===== src/rtl/mem_arbiter_pkg.sv =====
// Shared types for the fetch/load-store memory arbiter: address/data words,
// access sizes, port identifiers and the one-stage response record.
package mem_arbiter_pkg;

  typedef logic [31:0] addr_t;
  typedef logic [31:0] data_t;
  typedef logic [3:0]  byte_en_t;

  typedef enum logic [1:0] {
    MEM_BYTE = 2'b00,
    MEM_HALF = 2'b01,
    MEM_WORD = 2'b10,
    MEM_ILL  = 2'b11
  } mem_size_t;

  typedef enum logic {
    PORT_I = 1'b0,
    PORT_D = 1'b1
  } port_sel_t;

  // Everything the response cycle needs to route and shape the memory word.
  typedef struct packed {
    logic      valid;
    port_sel_t owner;
    mem_size_t size;
    logic [1:0] off;
    logic      uns;
    logic      err;
    logic      we;
  } rsp_t;

  function automatic logic is_misaligned(input mem_size_t size, input logic [1:0] off);
    logic bad;
    case (size)
      MEM_BYTE: bad = 1'b0;
      MEM_HALF: bad = off[0];
      MEM_WORD: bad = (off != 2'b00);
      default:  bad = 1'b1;
    endcase
    return bad;
  endfunction

endpackage


===== src/rtl/mem_arbiter_lane_align.sv =====
// Combinational RISC-V lane handling: store byte-enable/data replication,
// misalignment detection, and load byte/half extraction with extension.
module mem_lane_align
  import mem_arbiter_pkg::*;
(
  input  mem_size_t  req_size_i,
  input  logic [1:0] req_off_i,
  input  data_t      req_wdata_i,
  output byte_en_t   st_be_o,
  output data_t      st_data_o,
  output logic       misaligned_o,
  input  mem_size_t  rsp_size_i,
  input  logic [1:0] rsp_off_i,
  input  logic       rsp_uns_i,
  input  data_t      rd_data_i,
  output data_t      ld_data_o
);

  logic  bad;
  data_t rd_shifted;
  logic  ext_bit;

  assign bad          = is_misaligned(req_size_i, req_off_i);
  assign misaligned_o = bad;

  always_comb begin
    st_be_o   = '0;
    st_data_o = req_wdata_i;
    case (req_size_i)
      MEM_BYTE: begin
        st_be_o   = byte_en_t'(4'b0001 << req_off_i);
        st_data_o = {4{req_wdata_i[7:0]}};
      end
      MEM_HALF: begin
        st_be_o   = byte_en_t'(4'b0011 << req_off_i);
        st_data_o = {2{req_wdata_i[15:0]}};
      end
      MEM_WORD: begin
        st_be_o   = 4'b1111;
        st_data_o = req_wdata_i;
      end
      default: begin
        st_be_o   = '0;
        st_data_o = req_wdata_i;
      end
    endcase
    // A misaligned store must never touch memory.
    if (bad) begin
      st_be_o = '0;
    end
  end

  assign rd_shifted = rd_data_i >> {rsp_off_i, 3'b000};

  always_comb begin
    ld_data_o = '0;
    ext_bit   = 1'b0;
    case (rsp_size_i)
      MEM_BYTE: begin
        ext_bit   = ~rsp_uns_i & rd_shifted[7];
        ld_data_o = {{24{ext_bit}}, rd_shifted[7:0]};
      end
      MEM_HALF: begin
        ext_bit   = ~rsp_uns_i & rd_shifted[15];
        ld_data_o = {{16{ext_bit}}, rd_shifted[15:0]};
      end
      MEM_WORD: ld_data_o = rd_data_i;
      default:  ld_data_o = '0;
    endcase
  end

endmodule


===== src/rtl/mem_arbiter.sv =====
// Single-port memory arbiter between instruction fetch and load/store.
// Grants one access per cycle and returns the response one cycle later.
module mem_arbiter
  import mem_arbiter_pkg::*;
#(
  parameter bit FAIR = 1'b1
) (
  input  logic      clk,
  input  logic      reset,
  input  logic      i_req_valid,
  output logic      i_req_ready,
  input  addr_t     i_addr,
  output logic      i_rvalid,
  output data_t     i_rdata,
  input  logic      d_req_valid,
  output logic      d_req_ready,
  input  addr_t     d_addr,
  input  logic      d_we,
  input  mem_size_t d_size,
  input  logic      d_unsigned,
  input  data_t     d_wdata,
  output logic      d_rvalid,
  output data_t     d_rdata,
  output logic      d_err,
  output addr_t     mem_address,
  output data_t     mem_write_data,
  output byte_en_t  mem_write_enable,
  input  data_t     mem_read_data
);

  // Handshake: a request is accepted in the cycle where valid && ready; the
  // requester holds it until then. Responses carry no backpressure and are
  // presented for exactly one cycle, one cycle after acceptance.

  logic      grant_i;
  logic      grant_d;
  port_sel_t last_grant_q, last_grant_d;
  rsp_t      rsp_q, rsp_d;

  byte_en_t  st_be;
  data_t     st_data;
  logic      d_misaligned;
  data_t     ld_data;
  logic      unused_fetch_off;

  assign unused_fetch_off = ^i_addr[1:0];

  mem_lane_align u_lane_align (
    .req_size_i   (d_size),
    .req_off_i    (d_addr[1:0]),
    .req_wdata_i  (d_wdata),
    .st_be_o      (st_be),
    .st_data_o    (st_data),
    .misaligned_o (d_misaligned),
    .rsp_size_i   (rsp_q.size),
    .rsp_off_i    (rsp_q.off),
    .rsp_uns_i    (rsp_q.uns),
    .rd_data_i    (mem_read_data),
    .ld_data_o    (ld_data)
  );

  always_comb begin
    grant_i = 1'b0;
    grant_d = 1'b0;
    if (!reset) begin
      if (i_req_valid && d_req_valid) begin
        // Fair mode alternates; the reset value of last_grant hands the
        // first contention to the data port.
        if (FAIR && (last_grant_q == PORT_D)) begin
          grant_i = 1'b1;
        end else begin
          grant_d = 1'b1;
        end
      end else begin
        grant_i = i_req_valid;
        grant_d = d_req_valid;
      end
    end
  end

  always_comb begin
    last_grant_d = last_grant_q;
    rsp_d        = '0;
    if (grant_i) begin
      last_grant_d = PORT_I;
      rsp_d.valid  = 1'b1;
      rsp_d.owner  = PORT_I;
      rsp_d.size   = MEM_WORD;
    end
    if (grant_d) begin
      last_grant_d = PORT_D;
      rsp_d.valid  = 1'b1;
      rsp_d.owner  = PORT_D;
      rsp_d.size   = d_size;
      rsp_d.off    = d_addr[1:0];
      rsp_d.uns    = d_unsigned;
      rsp_d.err    = d_misaligned;
      rsp_d.we     = d_we;
    end
  end

  always_ff @(posedge clk) begin
    if (reset) begin
      rsp_q        <= '0;
      last_grant_q <= PORT_I;
    end else begin
      rsp_q        <= rsp_d;
      last_grant_q <= last_grant_d;
    end
  end

  assign i_req_ready      = grant_i;
  assign d_req_ready      = grant_d;
  assign mem_address      = grant_d ? {d_addr[31:2], 2'b00} : {i_addr[31:2], 2'b00};
  assign mem_write_data   = st_data;
  assign mem_write_enable = (grant_d && d_we) ? st_be : '0;

  // Gating with reset drops a response whose acceptance is followed by reset.
  assign i_rvalid = rsp_q.valid && (rsp_q.owner == PORT_I) && !reset;
  assign i_rdata  = mem_read_data;
  assign d_rvalid = rsp_q.valid && (rsp_q.owner == PORT_D) && !reset;
  assign d_err    = d_rvalid && rsp_q.err;
  assign d_rdata  = (d_rvalid && !rsp_q.err && !rsp_q.we) ? ld_data : '0;

endmodule


===== config.mk =====
export PLATFORM = sky130hd
export DESIGN_NAME = mem_arbiter
export DESIGN_NICKNAME = d
export VERILOG_FILES = /design/src/rtl/mem_arbiter_pkg.sv /design/src/rtl/mem_arbiter_lane_align.sv /design/src/rtl/mem_arbiter.sv
export SDC_FILE = /design/constraint.sdc
export NUM_CORES = 1
export LEC_CHECK = 0
export BUFFER_PORTS_ARGS = -buffer_cell sky130_fd_sc_hd__buf_2
export CORE_AREA = 2 2 106 108
export CTS_CLUSTER_DIAMETER = 200
export DETAILED_ROUTE_END_ITERATION = 10
export DIE_AREA = 0 0 108 110
export SETUP_SLACK_MARGIN = 0.05
export SLEW_MARGIN = 20
export SYNTH_ARGS = -nofsm -noshare
export SYNTH_HDL_FRONTEND = slang
export SYNTH_SLANG_ARGS = --single-unit

===== constraint.sdc =====
create_clock -name clk -period 3.2 [get_ports clk]
set_input_delay 0.32 -clock clk [delete_from_list [all_inputs] [get_ports clk]]
set_output_delay 0.32 -clock clk [all_outputs]
set_load 0.05 [all_outputs]

==> reports/metrics.cfg, run 1 <==
[run_status]
status = completed

[critical_path]
critPathCaptureType = output pin
start_kind = register
slowest_delay_ns = 0.69
required_ns = 2.88
critical-path-top-delay-family = simple AND/OR/NAND/NOR gates
r2r_start = last_grant_q
cp_num_buf_inv = 2
arrival_ns = 2.34
path_class = reg2out
startpoint = rsp_q[6]
critPathMaxFanout = 18
worst_path_max_delay_cell = nor2b_2
crit_chain = nor2b_2 > buf_4 > nand2_1 > a21oi_1 > buf_2

[logic_synthesis]
synth_cell_types = 32
ys_ff_latch = 10
synth_edf_count = 0
ys.flop_type = dfxtp_1
synth_fa_ha_area_share_pct = 0
synth_top_family_by_area = simple AND/OR/NAND/NOR gates
syn_area_um2 = 2230
avgSynthCellArea_um2 = 6.20
synth_compound_area_share_pct = 23.5
synth_simple_gate_area_share_pct = 30.4
syn-instance-count = 359
synthMuxAreaShare_pct = 16.3
yosys_warnings = 0
synth.yosys.seq_area_share_pct = 8.99
synth_xor_area_share_pct = 0.393
async_reset_ff_share_pct = 0

[layout]
nets = 706
layout-drive-gt1-share_pct = 52.5
fin_area_um2 = 3420
syn2layout_area_growth_pct = 53.5
layout_common_cells = buf_2 (268), nand2_1 (126), a21oi_1 (35)
n_antenna_cell = 0
mostFrequentLayoutCell = buf_2

[floorplanning]
dieArea_um2 = 11900
die_w_um = 108
ios = 273
fp-row-count = 38
core-area_um2 = 10700
die_y_um = 110
initial_core_util_pct = 20.8

[global_route]
grt_pass1_wl_um = 12400
first_global_vias = 2704
gr-total-overflow = 0
grt_max_degree = 34
grt_use_total_pct = 12.8
antenna_found_initial = 0

[place]
gp_congestion = 0.789
io_buffers = 268
dpl_cell_area_um2 = 3360
hpwl_um = 7390

[route]
drc = 0
wl_um = 8880
vias = 3137
vias_per_cell = 4.42
drtAntennaViolNets = 0
drtIter0Drc = 138
avgRoutedWirePerCell_um = 12.5
drtPass1Iterations = 7

[pwr]
swShare_pct = 56.6
power_density_nw_per_um2 = 298
p_clk_share_pct = 15.1
vdd_drop_max_uv = 172
leakage_nw = 1.99
power_frac_seq_pct = 13.7
combPwrFrac_pct = 71.2
p_switching_uw = 577
p_int_uw = 443

[timing]
timing.final.crit_share_pct = 83.1
finalClockSkew_ns = 0.00339
fin_crit_ns = 2.66
worst_pin_slew_ns = 0.692
setup_tns_ns = 0
rsz0062_at_grt = no
drv_slew = 0
timing.fmax_mhz = 376
hold_viol = 0
max-slew-margin-rel_pct = 53.6
finalSetupViolCount = 0

[job]
max_cap_viol_count = 0

[clock_network]
holdBufCountCts = 0
cts_buffers = 3
cts.sinks = 10
clk_path_buf_depth = 2
post_cts_buffers = 0
clk_pin_slew_ns = 0.05
root_buffer = clkbuf_8
clock_latency_ns = 0.23
htree_levels = 1
tritoncts = done
post_cts_resized = 0

[hold_path]
hp-start = d_unsigned
min_path_type = in2reg

[worst register-to-register path, cell delays in order, from the launching register on]
cell	delay (ns)
dfxtp_1	0.32
a21oi_1	0.31
nand2_1	0.13
buf_4	0.26
nor3_1	0.25
[kinds of logic (layout without fill, tap and decap cells)]
group / after synthesis / count (layout)
compound gates: 81 / 81
other cells: 1 / 2
buf+inv: 73 / 282
simple gates: 160 / 160
xor+xnor: 1 / 1
flops: 10 / 10
mux: 33 / 33
[area by class of cell]
cell class,count,area (µm²)
Fill cell,1220,7280
Sequential cell,10,200
Timing Repair Buffer,275,1390
Tap cell,140,175
Multi-Input combinational cell,277,1580
Inverter,3,11.3
Clock buffer,4,55.1
[stage by stage]
stage	cells	hold WS [ns]	power [mW]	worst slack (ns)	util, %
global route	709	0.326	1.07	0.367	32.0
floorplan	360	0.404	0.696	0.162	-
CTS	709	0.317	1.03	0.521	32.0
global placement	705	0.480	0.871	0.790	31.5
detailed placement	705	0.488	0.871	0.769	31.5
finish	709	0.316	1.02	0.542	32.0
[per-layer routing]
metal,global-route usage (%),vias up,wire length [µm]
met5,0,-,0
met4,3.66,0,128
met3,1.29,12,865
met2,26.1,188,4490
met1,13.8,1343,3390
li1,-,1594,-
[cell usage after synthesis (all sizes together) (2+ instances only)]
library cell | n | share of area (%)
dfxtp | 10 | 9.0
o2bb2ai | 7 | 2.8
nor3b | 3 | 1.0
mux2i | 16 | 7.2
inv | 3 | 0.51
mux2 | 16 | 8.1
a21oi | 35 | 7.9
nor2 | 6 | 1.0
nor2b | 12 | 3.4
and3 | 4 | 1.1
o21a | 2 | 0.67
nand2 | 127 | 22
a22oi | 9 | 3.0
nor3 | 5 | 1.1
o21ai | 10 | 2.2
clkbuf | 23 | 3.9
a211o | 7 | 2.8
a211oi | 7 | 2.4
buf | 47 | 16
[flip-flops by register name, summed over array words and instances, names as in the netlist]
| signal | cells |
|---|---|
| rsp_q | 9 |
| last_grant_q | 1 |
[power groups by stage]
stage	sequential, mW	combinational (mW)	clock [mW]
floorplan	0.137	0.559	0
global placement	0.142	0.728	0
detailed placement	0.142	0.729	0
CTS	0.140	0.731	0.156
global route	0.141	0.771	0.162
finish	0.140	0.726	0.154
[path summary, 6_finish.rpt]
| check | end | slack (ns) | cells past startpoint |
|---|---|---|---|
| setup / recovery | d_rdata[4] | 0.54 | 5 |
| setup reg to reg | rsp_q[1] | 1.86 | 4 |
| hold reg to reg | last_grant_q | 0.50 | 1 |
| hold / removal | rsp_q[2] | 0.32 | 2 |
Power figures use the tool's default switching activity.
==> inputs of run 2 (changes only) <==
==> constraint.sdc (replaced) <==
create_clock -name clk -period 2.4 [get_ports clk]
set_input_delay 0.24 -clock clk [delete_from_list [all_inputs] [get_ports clk]]
set_output_delay 0.24 -clock clk [all_outputs]
set_load 0.05 [all_outputs]
==> reports/metrics.cfg, run 2 (synthesized netlist as in run 1, its figures left out) <==
[route]
drtIter0Drc = 146
wl_met2_um = 4800
drtPass1Iterations = 4
vias = 3177
avgRoutedWirePerCell_um = 12.9
routedLengthMet1_um = 3360
drc = 0
drtAntennaViolNets = 0
met3_length_um = 1000
vias_per_cell = 4.44
top_layer = met4
wl_um = 9210

[timing]
timing.fmax_mhz = 450
worst_pin_slew_ns = 0.570
drv_slew = 0
max-slew-margin-rel_pct = 62.0
timing.final.crit_share_pct = 92.6
finalSetupViolCount = 0
setup_tns_ns = 0
hold_viol = 0
holdWs_ns = 0.243
finalClockSkew_ns = 0.00113
rsz0062_at_grt = no
fin_crit_ns = 2.22

[place]
hpwl_um = 7620
io_buffers = 268
gp_congestion = 0.757
place_inst = 709

[global_route]
grt_max_degree = 34
gr-total-overflow = 0
grt_use_total_pct = 13.8
grt_pass1_wl_um = 13200
antenna_found_initial = 0
first_global_vias = 2793

[layout]
mostFrequentLayoutCell = buf_2
layout-drive-gt1-share_pct = 53.4
largest_reg_flops = 9
largest_register = rsp_q
layout_common_cells = buf_2 (268), nand2_1 (126), a21oi_1 (35)
syn2layout_area_growth_pct = 56.8
multi_input_area_um2 = 1600
n_antenna_cell = 0
largestRegisters = rsp_q (9), last_grant_q (1)
finalNonFillerCells = 715
fillers = 1253
nets = 712
regArea_um2 = 200

[floorplanning]
die_w_um = 108
core-area_um2 = 10700
fp-row-count = 38
initial_core_util_pct = 20.8
dieArea_um2 = 11900
die_y_um = 110
ios = 273

[critical_path]
start_kind = register
critPathMaxFanout = 15
ff2ff_path_depth = 4
r2r_start = last_grant_q
path_class = reg2out
arrival_ns = 1.98
slowest_delay_ns = 0.55
crit_chain = mux4_2 > nand2_4 > a21boi_4 > buf_12 > a21oi_1 > buf_2
cp_num_buf_inv = 2
r2r_end = rsp_q[6]
critPathCaptureType = output pin
startpoint = rsp_q[4]
reg2reg_slack_ns = 1.07
worst_path_max_delay_cell = mux4_2
required_ns = 2.16
critical-path-top-delay-family = multiplexers

[clock_network]
holdBufCountCts = 0
cts_buffers = 3
clk_path_buf_depth = 2
root_buffer = clkbuf_8
tritoncts = done
clk_pin_slew_ns = 0.05
clock_latency_ns = 0.23
htree_levels = 1
cts.sinks = 10

[hold_path]
timing.hold.worst_endpoint = rsp_q[8]
hp-start = reset
hold_depth = 2
min_path_type = in2reg

[run_status]
status = completed

[pwr]
power_density_nw_per_um2 = 396
leakage_nw = 2.03
vdd_drop_max_uv = 187

[job]
max_cap_viol_count = 0

[run 2: per-layer routing]
layer | global-route usage, % | up-vias
met5 | 0 | -
met1 | 14.7 | 1385
met3 | 3.41 | 5
met2 | 27.8 | 182
li1 | - | 1605
met4 | 1.74 | 0
[run 2: area by class of cell]
cell class | count | share of cell area (%)
clock buffers | 4 | 1.58
flip-flops and latches | 10 | 5.73
inverters | 3 | 0.322
repair buffers | 281 | 41.7
well taps | 140 | 5.02
multi-input cells | 277 | 45.7
[run 2: repair_timing]
action | in CTS | in global routing
resized for setup | 0 | 2
endpoints found under the setup margin | 1 | 16
setup buffers | 2 | 0
pin swaps | 0 | 0
[run 2: power breakdown]
group          switching [mW]  internal (mW)  total [mW]  leakage (nW)
Clock                  0.0642          0.144       0.208        0.0288
Sequential            0.00645          0.176       0.182        0.0826
Combinational           0.709          0.285       0.994          1.92
[run 2: worst max-delay path by stage]
stage                            endpoint  depth (start not counted)
after floorplan               d_rdata[21]                          6
after CTS                     d_rdata[31]                          7
after global placement        d_rdata[31]                          6
after global routing      mem_address[18]                          7
after detailed placement      d_rdata[31]                          5
final                         d_rdata[23]                          6
[run 2: stage by stage]
stage / setup slack (ns) / util [%] / area (µm²) / power [mW]
3_3_place_gp: 0.332 / 31.8 / 3400 / 1.17
2_1_floorplan: -0.199 / - / 2240 / 0.929
6_report: 0.177 / 32.6 / 3490 / 1.38
4_1_cts: 0.153 / 32.5 / 3480 / 1.40
3_5_place_dp: 0.313 / 31.8 / 3400 / 1.17
5_1_grt: 0.0688 / 32.6 / 3490 / 1.47
